`src/rtl/serial_pkg.sv`:
```
// serial_pkg
// Constants and the phase encoding shared by the transmit and receive sides
// of the 3-bit serial frame link.
package serial_pkg;

    localparam int         FRAME_W          = 3;
    localparam logic [2:0] ILLEGAL_SYM      = 3'b111;
    localparam logic [2:0] DEFAULT_IDLE_SYM = 3'b000;

    // Named by the frame bit on the line during that phase. The receiver
    // uses the same encoding.
    typedef enum logic [1:0] {
        PH2 = 2'd0,
        PH1 = 2'd1,
        PH0 = 2'd2
    } phase_e;

    function automatic logic is_illegal_sym(input logic [2:0] sym);
        return sym == ILLEGAL_SYM;
    endfunction

endpackage

```
`src/rtl/serial_frame_tx.sv`:
```
// serial_frame_tx
// Transmit side of the 3-bit serial frame link. Takes symbols over a
// valid/ready handshake, buffers at most one in a hold slot, and sends them
// MSB-first as back-to-back 3-bit frames. Idle frames fill the gaps.
//
// Ports
//   clk          rising-edge clock
//   reset        asynchronous, active-high reset
//   in_data      symbol to send (bit 2 first)
//   in_valid     in_data valid
//   in_ready     a symbol can be accepted this cycle
//   Dout         serial line (registered)
//   frame_start  high while Dout carries bit 2 of a frame
//   illegal      one-cycle pulse the cycle after a 3'b111 is accepted
//   frame_cnt    data frames loaded, wraps
//   illegal_cnt  3'b111 symbols accepted, saturates
module serial_frame_tx #(
    parameter int         FRAME_W       = serial_pkg::FRAME_W,
    parameter logic [2:0] IDLE_SYM      = serial_pkg::DEFAULT_IDLE_SYM,
    parameter bit         BLOCK_ILLEGAL = 1'b1,
    parameter int         CNT_W         = 8
) (
    input  logic               clk,
    input  logic               reset,
    input  logic [FRAME_W-1:0] in_data,
    input  logic               in_valid,
    output logic               in_ready,
    output logic               Dout,
    output logic               frame_start,
    output logic               illegal,
    output logic [CNT_W-1:0]   frame_cnt,
    output logic [CNT_W-1:0]   illegal_cnt
);
    import serial_pkg::*;

    // Idle must never look like the receiver's error pattern, and the
    // phase machine only knows three phases.
    if (IDLE_SYM == ILLEGAL_SYM) begin : g_idle_chk
        $error("serial_frame_tx: IDLE_SYM must not equal 3'b111");
    end
    if (FRAME_W != 3) begin : g_width_chk
        $error("serial_frame_tx: FRAME_W is fixed at 3");
    end

    phase_e             phase_q, phase_d;
    logic [FRAME_W-1:0] shift_q, shift_d;
    logic [FRAME_W-1:0] hold_q, hold_d;
    logic               hold_full_q, hold_full_d;
    logic               hold_data_q, hold_data_d;   // slot word counts as data
    logic               frame_start_q, frame_start_d;
    logic               illegal_q, illegal_d;
    logic [CNT_W-1:0]   frame_cnt_q, frame_cnt_d;
    logic [CNT_W-1:0]   illegal_cnt_q, illegal_cnt_d;

    logic               xfer;
    logic               in_is_illegal;
    logic               in_blocked;
    logic [FRAME_W-1:0] in_sym;
    logic               load_data;

    // A full slot is emptied by the PH0 load, so PH0 can always accept.
    assign in_ready      = !hold_full_q || (phase_q == PH0);
    assign xfer          = in_valid && in_ready;
    assign in_is_illegal = is_illegal_sym(in_data);
    assign in_blocked    = in_is_illegal && BLOCK_ILLEGAL;
    assign in_sym        = in_blocked ? IDLE_SYM : in_data;

    always_comb begin
        phase_d       = phase_q;
        shift_d       = shift_q;
        hold_d        = hold_q;
        hold_full_d   = hold_full_q;
        hold_data_d   = hold_data_q;
        illegal_d     = xfer && in_is_illegal;
        illegal_cnt_d = illegal_cnt_q;
        frame_cnt_d   = frame_cnt_q;
        load_data     = 1'b0;

        if (xfer && in_is_illegal && (illegal_cnt_q != '1)) begin
            illegal_cnt_d = illegal_cnt_q + CNT_W'(1);
        end

        unique case (phase_q)
            PH2, PH1: begin
                phase_d = (phase_q == PH2) ? PH1 : PH0;
                shift_d = {shift_q[FRAME_W-2:0], 1'b0};
                if (xfer) begin
                    hold_d      = in_sym;
                    hold_full_d = 1'b1;
                    hold_data_d = !in_blocked;
                end
            end
            PH0: begin
                phase_d = PH2;
                if (hold_full_q) begin
                    shift_d     = hold_q;
                    load_data   = hold_data_q;
                    // A word arriving now takes the slot just vacated.
                    hold_full_d = xfer;
                    if (xfer) begin
                        hold_d      = in_sym;
                        hold_data_d = !in_blocked;
                    end
                end else if (xfer) begin
                    shift_d   = in_sym;
                    load_data = !in_blocked;
                end else begin
                    shift_d = IDLE_SYM;
                end
            end
            default: begin
                phase_d     = PH2;
                shift_d     = IDLE_SYM;
                hold_full_d = 1'b0;
            end
        endcase

        if (load_data) begin
            frame_cnt_d = frame_cnt_q + CNT_W'(1);
        end

        frame_start_d = (phase_d == PH2);
    end

    always_ff @(posedge clk or posedge reset) begin
        if (reset) begin
            phase_q       <= PH2;
            shift_q       <= IDLE_SYM;
            hold_q        <= IDLE_SYM;
            hold_full_q   <= 1'b0;
            hold_data_q   <= 1'b0;
            frame_start_q <= 1'b1;
            illegal_q     <= 1'b0;
            frame_cnt_q   <= '0;
            illegal_cnt_q <= '0;
        end else begin
            phase_q       <= phase_d;
            shift_q       <= shift_d;
            hold_q        <= hold_d;
            hold_full_q   <= hold_full_d;
            hold_data_q   <= hold_data_d;
            frame_start_q <= frame_start_d;
            illegal_q     <= illegal_d;
            frame_cnt_q   <= frame_cnt_d;
            illegal_cnt_q <= illegal_cnt_d;
        end
    end

    assign Dout        = shift_q[FRAME_W-1];
    assign frame_start = frame_start_q;
    assign illegal     = illegal_q;
    assign frame_cnt   = frame_cnt_q;
    assign illegal_cnt = illegal_cnt_q;

endmodule

```
`config.mk`:
```
export PLATFORM = sky130hd
export DESIGN_NAME = serial_frame_tx
export DESIGN_NICKNAME = d
export VERILOG_FILES = /design/src/rtl/serial_pkg.sv /design/src/rtl/serial_frame_tx.sv
export SDC_FILE = /design/constraint.sdc
export NUM_CORES = 1
export LEC_CHECK = 0
export BUFFER_PORTS_ARGS = -buffer_cell sky130_fd_sc_hd__clkbuf_2
export CELL_PAD_IN_SITES_DETAIL_PLACEMENT = 2
export CELL_PAD_IN_SITES_GLOBAL_PLACEMENT = 2
export CORE_ASPECT_RATIO = 0.6
export CORE_MARGIN = 3
export CORE_UTILIZATION = 39
export CTS_BUF_LIST = sky130_fd_sc_hd__clkbuf_4
export DETAILED_ROUTE_END_ITERATION = 10
export MAX_ROUTING_LAYER = met4
export PLACE_DENSITY_LB_ADDON = 0.1
export SKIP_CTS_REPAIR_TIMING = 1
export SLEW_MARGIN = 20
export SYNTH_ARGS = -nofsm -noshare
export SYNTH_HDL_FRONTEND = slang
export SYNTH_SLANG_ARGS = --single-unit
```
`constraint.sdc`:
```
create_clock -name clk -period 4.2 [get_ports clk]
set_clock_uncertainty 0.15 [all_clocks]
set_input_delay 0.63 -clock clk [delete_from_list [all_inputs] [get_ports clk]]
set_output_delay 0.63 -clock clk [all_outputs]
set_load 0.05 [all_outputs]
```
==> flow_summary_export.csv, run 1 <==
group,metric,value,unit
outcome,outcome,"completed",
cts,cts_buffers,3,
logic_synthesis,avgSynthCellArea,11.73,sq um
power_and_ir_drop,intPower,494.5,uW
worst_setup_path,crit_required,3.42,ns
worst_setup_path,slowest_delay,0.57,ns
floorplan,pin_count,26,
worst_setup_path,worstPathArrival,1.53,ns
sta,maxSlewHeadroom,0.6008,
sta,post-route-period-util,0.5490,
logic_synthesis,synthCells,111,
logic_synthesis,async_reset_ff_frac,1.000,
global_route,grt_pass1_wl,5.188,mm
cts,cts_buffer_depth,2,
finish,diodes,0,
global_route,globalRouteMet1Util,0.2672,
sta,drv_slew,0,
finish,design.final.nets,146,
placement,gp_congestion,0.7897,
worst_setup_path,crit_path_end_kind,"output port",
global_route,grt_max_degree,29,
logic_synthesis,synthesis.area,1302,sq um
global_route,track_usage,0.1775,
power_and_ir_drop,peakVddDrop,0.2606,mV
power_and_ir_drop,swShare,0.4248,
floorplan,start_util,0.4311,
logic_synthesis,synthDistinctLibCells,40,
floorplan,rows,15,
cts,h-tree-depth,1,
power_and_ir_drop,powerDensity,570.2,nW/um^2
route,drc,0,
cts,clock_sinks,28,
worst_setup_path,path_max_fanout,9,
worst_setup_path,crit_chain,"nand2b_2 > nand2_1 > clkbuf_2",
worst_setup_path,crit_type,"flip-flop to output port",
logic_synthesis,synth_edf_count,0,
worst_setup_path,cp-start-kind,"flip-flop",
power_and_ir_drop,leakage,0.0007029,uW
global_route,first_global_vias,929,
floorplan,dieArea,4092,sq um
power_and_ir_drop,netSwitchingPower,365.2,uW
cts,cts.reportedPaths.clkPinSlew,0.15,ns
sta,rsz0062_at_grt,"no",
sta,hold_viol,0,
sta,finalCriticalPeriod,2.306,ns
global_route,antenna_found_initial,0,
global_route,grt_busiest_layer,"met1",
sta,fin_tns_setup,0,ns
finish,fillCellCount,324,
placement,hpwl,2.210,mm
finish,multi_input_area,564.3,sq um
logic_synthesis,ys_warn_count,0,
placement,place_ws,2.189,ns
floorplan,die_w,80.61,um
global_route,use_met2,0.2280,
global_route,grt-ovfl-total,0,
sta,hold_ws,0.1734,ns
floorplan,coreArea,3022,sq um
cts,clkLatencyLatePin,0.33,ns
route,drt-total-wl,2.928,mm
finish,area_growth,15.75,%
finish,regArea,701.9,sq um
worst_hold_path,hold_path.class,"input pin to async pin",
placement,port_buffers,25,
power_and_ir_drop,seq_power_share,0.439,
power_and_ir_drop,pwr-share-clk,0.208,
route,vias,908,
cts,clockRootBuffer,"clkbuf_4",
route,wl_per_cell,16.36,um
cts,cts_tree,"done",
floorplan,dieHeight,50.77,um
global_route,use_met3,0.05018,
logic_synthesis,synth-main-ff-cell,"dfrtp_1",
finish,drive_above_1_share,0.3212,
logic_synthesis,synth-seq-area-share,0.5389,
worst_setup_path,worstReg2RegEnd,"frame_cnt[1]$_DFFE_PP0P_",
sta,setup_viol,0,
route,ant_nets,0,
worst_setup_path,rrSetupSlack,2.32,ns
route,drt_iter0_drc,66,
sta,worstMarginPinSlew,0.5980,ns
worst_setup_path,crit_slowest_cell,"dfrtp_1",
logic_synthesis,ys_ff_latch,28,
sta,fin_ws,1.894,ns
worst_setup_path,r2r-start,"hold_full_q$_DFFE_PP0P_",
power_and_ir_drop,pwr-share-comb,0.354,
route,dr.pass1.iters,4,
power_and_ir_drop,p_total,859.7,uW
route,avgViaCountPerCell,5.073,
sta,max_clock_freq,0.4337,GHz
worst_setup_path,reg2reg_depth,3,
logic_synthesis,synth_nets,119,
job,cap_violations,0,
[layout make-up]
class / count / share of cell area
clock inverter: 1 / 0.01992
tap: 42 / 0.03485
sequential: 28 / 0.4656
inverter: 3 / 0.007469
clock buffer: 3 / 0.01494
multi-input combinational: 77 / 0.3743
timing repair buffer: 25 / 0.08299
[cells by family after synthesis]
family                     count (synthesis)  share of synthesized area
muxes                                      4                    0.03650
DFF                                       28                     0.5389
adders and majority gates                  2                    0.01921
buffers and inverters                      6                    0.02785
AOI/OAI and AO/OA                         16                    0.08646
xor gates and xnor gates                  12                    0.08070
and+or+nand+nor                           43                     0.2104
[worst max-delay path: cells and delay by family (launching register included)]
family,cells,cell delay [ns]
and+or+nand+nor,2,0.33
buffers and inverters,1,0.28
DFF,1,0.57
[placed cells by master, fill, tap and decap left out, types with 2 or more instances in the layout]
cell type / synthesis / final
o21ai_0: 4 / 4
dfrtp_1: 27 / 27
inv_1: 3 / 2
nand4_1: 6 / 6
clkbuf_4: 0 / 3
nand3_1: 4 / 4
and3_1: 2 / 2
nand2_1: 10 / 10
ha_1: 2 / 2
a31oi_1: 2 / 2
and2_1: 2 / 2
nor2b_1: 2 / 2
mux2_2: 2 / 2
o22ai_1: 2 / 2
a21oi_1: 3 / 3
xnor2_1: 9 / 9
and4_1: 2 / 2
clkbuf_2: 0 / 25
nor2_1: 4 / 4
xor2_1: 3 / 3
[worst max-delay path by stage]
stage	start	end	slack, ns	depth (start not counted)
global route	phase_q[1]$_DFF_PP0_	in_ready	1.75	3
finish	phase_q[1]$_DFF_PP0_	in_ready	1.89	3
floorplan	illegal_cnt[2]$_DFFE_PP0P_	illegal_cnt[1]$_DFFE_PP0P_	2.28	4
global placement	in_valid	illegal_cnt[1]$_DFFE_PP0P_	2.23	5
CTS	phase_q[1]$_DFF_PP0_	in_ready	1.86	3
detailed placement	in_valid	illegal_cnt[1]$_DFFE_PP0P_	2.19	5
[through the flow]
step                cell area (sq um)    util  std cells
global placement                 1455  0.4816        175
CTS                              1508  0.4990        179
finish                           1508  0.4990        179
detailed placement               1455  0.4816        175
global route                     1508  0.4990        179
floorplan                        1303       -        111
[flip-flops by register name, indices dropped and copies added, names as in the netlist]
signal,flops
frame_cnt,8
frame_start,1
hold_data_q,1
hold_full_q,1
hold_q,3
illegal,1
illegal_cnt,8
phase_q,2
shift_q,3
[power groups by stage]
| stage | Sequential (uW) | Combinational [uW] | Clock, uW |
|---|---|---|---|
| after floorplan | 523 | 82.6 | 0 |
| after global placement | 378 | 303 | 0 |
| after detailed placement | 382 | 307 | 0 |
| after CTS | 377 | 308 | 184 |
| after global routing | 387 | 325 | 200 |
| final | 377 | 304 | 179 |
[cells in the mapped netlist (all sizes together), types with 2 or more instances]
master,n,area share
nand2,10,0.029
nand3,4,0.015
nor2,4,0.012
o21ai,5,0.022
nand4,7,0.038
buf,2,0.012
xor2,3,0.020
and2,3,0.016
nor2b,2,0.0096
inv,3,0.0086
a21oi,4,0.024
a31oi,2,0.0096
and3,2,0.0096
o22ai,2,0.0096
xnor2,9,0.061
ha,2,0.019
mux2,3,0.029
dfrtp,27,0.52
and4,2,0.013
[metal layers]
metal | vias up | share of wire | wire [um]
li1 | 446 | - | -
met1 | 444 | 0.54 | 1589
met2 | 16 | 0.41 | 1191
met3 | 2 | 0.042 | 124
met4 | 0 | 0.0075 | 22
met5 | - | 0 | 0
(Power assumes the default switching activity.)
==> inputs of run 2 (changes only) <==
--- a/config.mk
+++ b/config.mk
@@ -10,7 +10,7 @@
 export CELL_PAD_IN_SITES_GLOBAL_PLACEMENT = 2
 export CORE_ASPECT_RATIO = 0.6
 export CORE_MARGIN = 3
-export CORE_UTILIZATION = 39
+export CORE_UTILIZATION = 36
 export CTS_BUF_LIST = sky130_fd_sc_hd__clkbuf_4
 export DETAILED_ROUTE_END_ITERATION = 10
 export MAX_ROUTING_LAYER = met4
==> constraint.sdc (replaced) <==
create_clock -name clk -period 2.35 [get_ports clk]
set_clock_uncertainty 0.15 [all_clocks]
set_input_delay 0.3525 -clock clk [delete_from_list [all_inputs] [get_ports clk]]
set_output_delay 0.3525 -clock clk [all_outputs]
set_load 0.05 [all_outputs]
==> run 2 against run 1 <==
Compared with the run above:
- cell area up 0.66%
- utilization down 4.8 points
- critical path type unchanged
- combinational power up 86%
- worst setup slack worse by 1.5 ns
- sequential share of layout area down 0.31 points
- critical path depth unchanged
- sequential power up 79%
- first-iteration DRC count down 38%
- register-to-register slack worse by 1.8 ns
- largest power group unchanged
- critical endpoint unchanged
- die area up 7.5%
==> flow_summary_export.csv, run 2 (synthesis gave the netlist of run 1 again) <==
group,metric,value,unit
floorplan,coreArea,3363,sq um
worst_setup_path,slowest_delay,0.53,ns
global_route,track_usage,0.1665,
cts,h-tree-depth,1,
sta,fin_tns_setup,0,ns
worst_hold_path,hold_depth,3,
worst_setup_path,reg2reg_depth,4,
floorplan,pin_count,26,
worst_setup_path,worstReg2RegEnd,"illegal_cnt[1]$_DFFE_PP0P_",
finish,fillCellCount,359,
route,drc,0,
placement,hpwl,2.551,mm
worst_setup_path,crit_chain,"nand2b_2 > nand2_1 > clkbuf_2",
worst_hold_path,hold_end,"hold_q[1]$_DFFE_PP0P_",
route,drt_iter0_drc,41,
sta,max_clock_freq,0.5036,GHz
sta,maxSlewHeadroom,0.7574,
floorplan,dieHeight,52.59,um
sta,worstMarginPinSlew,0.3639,ns
sta,post-route-period-util,0.8451,
worst_setup_path,rrSetupSlack,0.50,ns
outcome,outcome,"completed",
sta,setup_viol,0,
global_route,grt_max_degree,29,
power_and_ir_drop,powerDensity,951.1,nW/um^2
sta,drv_slew,0,
route,avgViaCountPerCell,5.226,
finish,drive_above_1_share,0.3191,
finish,area_growth,16.52,%
finish,multi_input_area,564.3,sq um
cts,clock_sinks,28,
worst_setup_path,crit_slowest_cell,"dfrtp_1",
worst_hold_path,hold_path.class,"input pin to flip-flop",
finish,design.final.nets,150,
worst_setup_path,crit_path_end_kind,"output port",
placement,gp_congestion,0.7682,
global_route,first_global_vias,1020,
cts,clkLatencyLatePin,0.33,ns
cts,cts_tree,"done",
floorplan,rows,16,
finish,mostFrequentLayoutCells,"dfrtp_1 (27), clkbuf_2 (25), nand2_1 (10), xnor2_1 (9), nand4_1 (6)",
cts,clockRootBuffer,"clkbuf_4",
power_and_ir_drop,peakVddDrop,0.5652,mV
global_route,grt-ovfl-total,0,
worst_setup_path,cp-start-kind,"flip-flop",
cts,cts_buffer_depth,2,
worst_setup_path,crit_type,"flip-flop to output port",
finish,diodes,0,
global_route,grt_pass1_wl,5.402,mm
route,ant_nets,0,
worst_setup_path,crit_required,1.85,ns
placement,place_area,1481,sq um
power_and_ir_drop,leakage,0.0007091,uW
finish,final_common_cell,"dfrtp_1",
sta,finalCriticalPeriod,1.986,ns
worst_setup_path,path_max_fanout,9,
cts,cts_buffers,3,
worst_setup_path,worstPathArrival,1.48,ns
placement,port_buffers,25,
route,drt-total-wl,3.241,mm
floorplan,die_w,83.66,um
route,vias,972,
finish,final_area,1518,sq um
finish,regArea,701.9,sq um
worst_hold_path,holdCritStartpoint,"in_data[1]",
job,cap_violations,0,
sta,rsz0062_at_grt,"no",
cts,cts.reportedPaths.clkPinSlew,0.15,ns
floorplan,dieArea,4399,sq um
route,dr.pass1.iters,3,
floorplan,start_util,0.3873,
sta,hold_viol,0,
worst_setup_path,r2r-start,"phase_q[1]$_DFF_PP0_",
route,wl_per_cell,17.42,um
global_route,antenna_found_initial,0,
==> run 2: cell count changes in the layout (fill, tap and decap cells not counted) <==
cell and change:
buf_4 +3, inv_2 -1, dlygate4sd3_1 +1, bufinv_16 -1
clkinv_1 +1, inv_1 +1
==> run 2: final cells by class <==
class                      count  area share
clock buffer                   3     0.01484
tap                           45     0.03710
timing repair buffer          29      0.1039
clock inverter                 1    0.002473
sequential                    28      0.4625
multi-input combinational     77      0.3718
inverter                       3    0.007420
==> run 2: how the worst max path moves through the flow <==
| stage | start | endpoint | slack (ns) | cells after the start |
|---|---|---|---|---|
| 6_report | phase_q[1]$_DFF_PP0_ | in_ready | 0.36 | 3 |
| 5_1_grt | phase_q[1]$_DFF_PP0_ | in_ready | 0.24 | 3 |
| 4_1_cts | phase_q[1]$_DFF_PP0_ | in_ready | 0.35 | 3 |
| 2_1_floorplan | illegal_cnt[2]$_DFFE_PP0P_ | illegal_cnt[1]$_DFFE_PP0P_ | 0.43 | 4 |
| 3_3_place_gp | phase_q[0]$_DFF_PP0_ | illegal_cnt[1]$_DFFE_PP0P_ | 0.62 | 4 |
| 3_5_place_dp | phase_q[1]$_DFF_PP0_ | illegal_cnt[1]$_DFFE_PP0P_ | 0.51 | 4 |
==> run 2: per-stage QoR <==
step	cells	utilization	setup WS, ns	hold slack (ns)	total power, uW
after floorplan	111	-	0.4279	0.2672	1082
after global placement	181	0.4405	0.6157	0.2690	1226
after detailed placement	181	0.4405	0.5116	0.2846	1255
after CTS	185	0.4483	0.3461	-0.1002	1460
after global routing	186	0.4513	0.2358	0.1252	1535
final	186	0.4513	0.3641	0.1559	1443
==> run 2: where the power goes <==
group,internal [uW],switching [uW]
clock,62.5,143
sequential,569,104
combinational,147,418
total,779,665
==> run 2: routing by layer <==
| layer | track usage | up-vias | share of wire |
|---|---|---|---|
| met4 | 0.008021 | 0 | 0 |
| li1 | - | 456 | - |
| met2 | 0.2507 | 17 | 0.46 |
| met3 | 0.04553 | 0 | 0.037 |
| met1 | 0.2377 | 499 | 0.51 |
| met5 | - | - | 0 |
==> run 2: worst max-delay path, delay by kind of cell (launching register included) <==
kind | cells | cell delay [ns]
AND/OR/NAND/NOR | 2 | 0.34
buffers and inverters | 1 | 0.28
flip-flops | 1 | 0.53
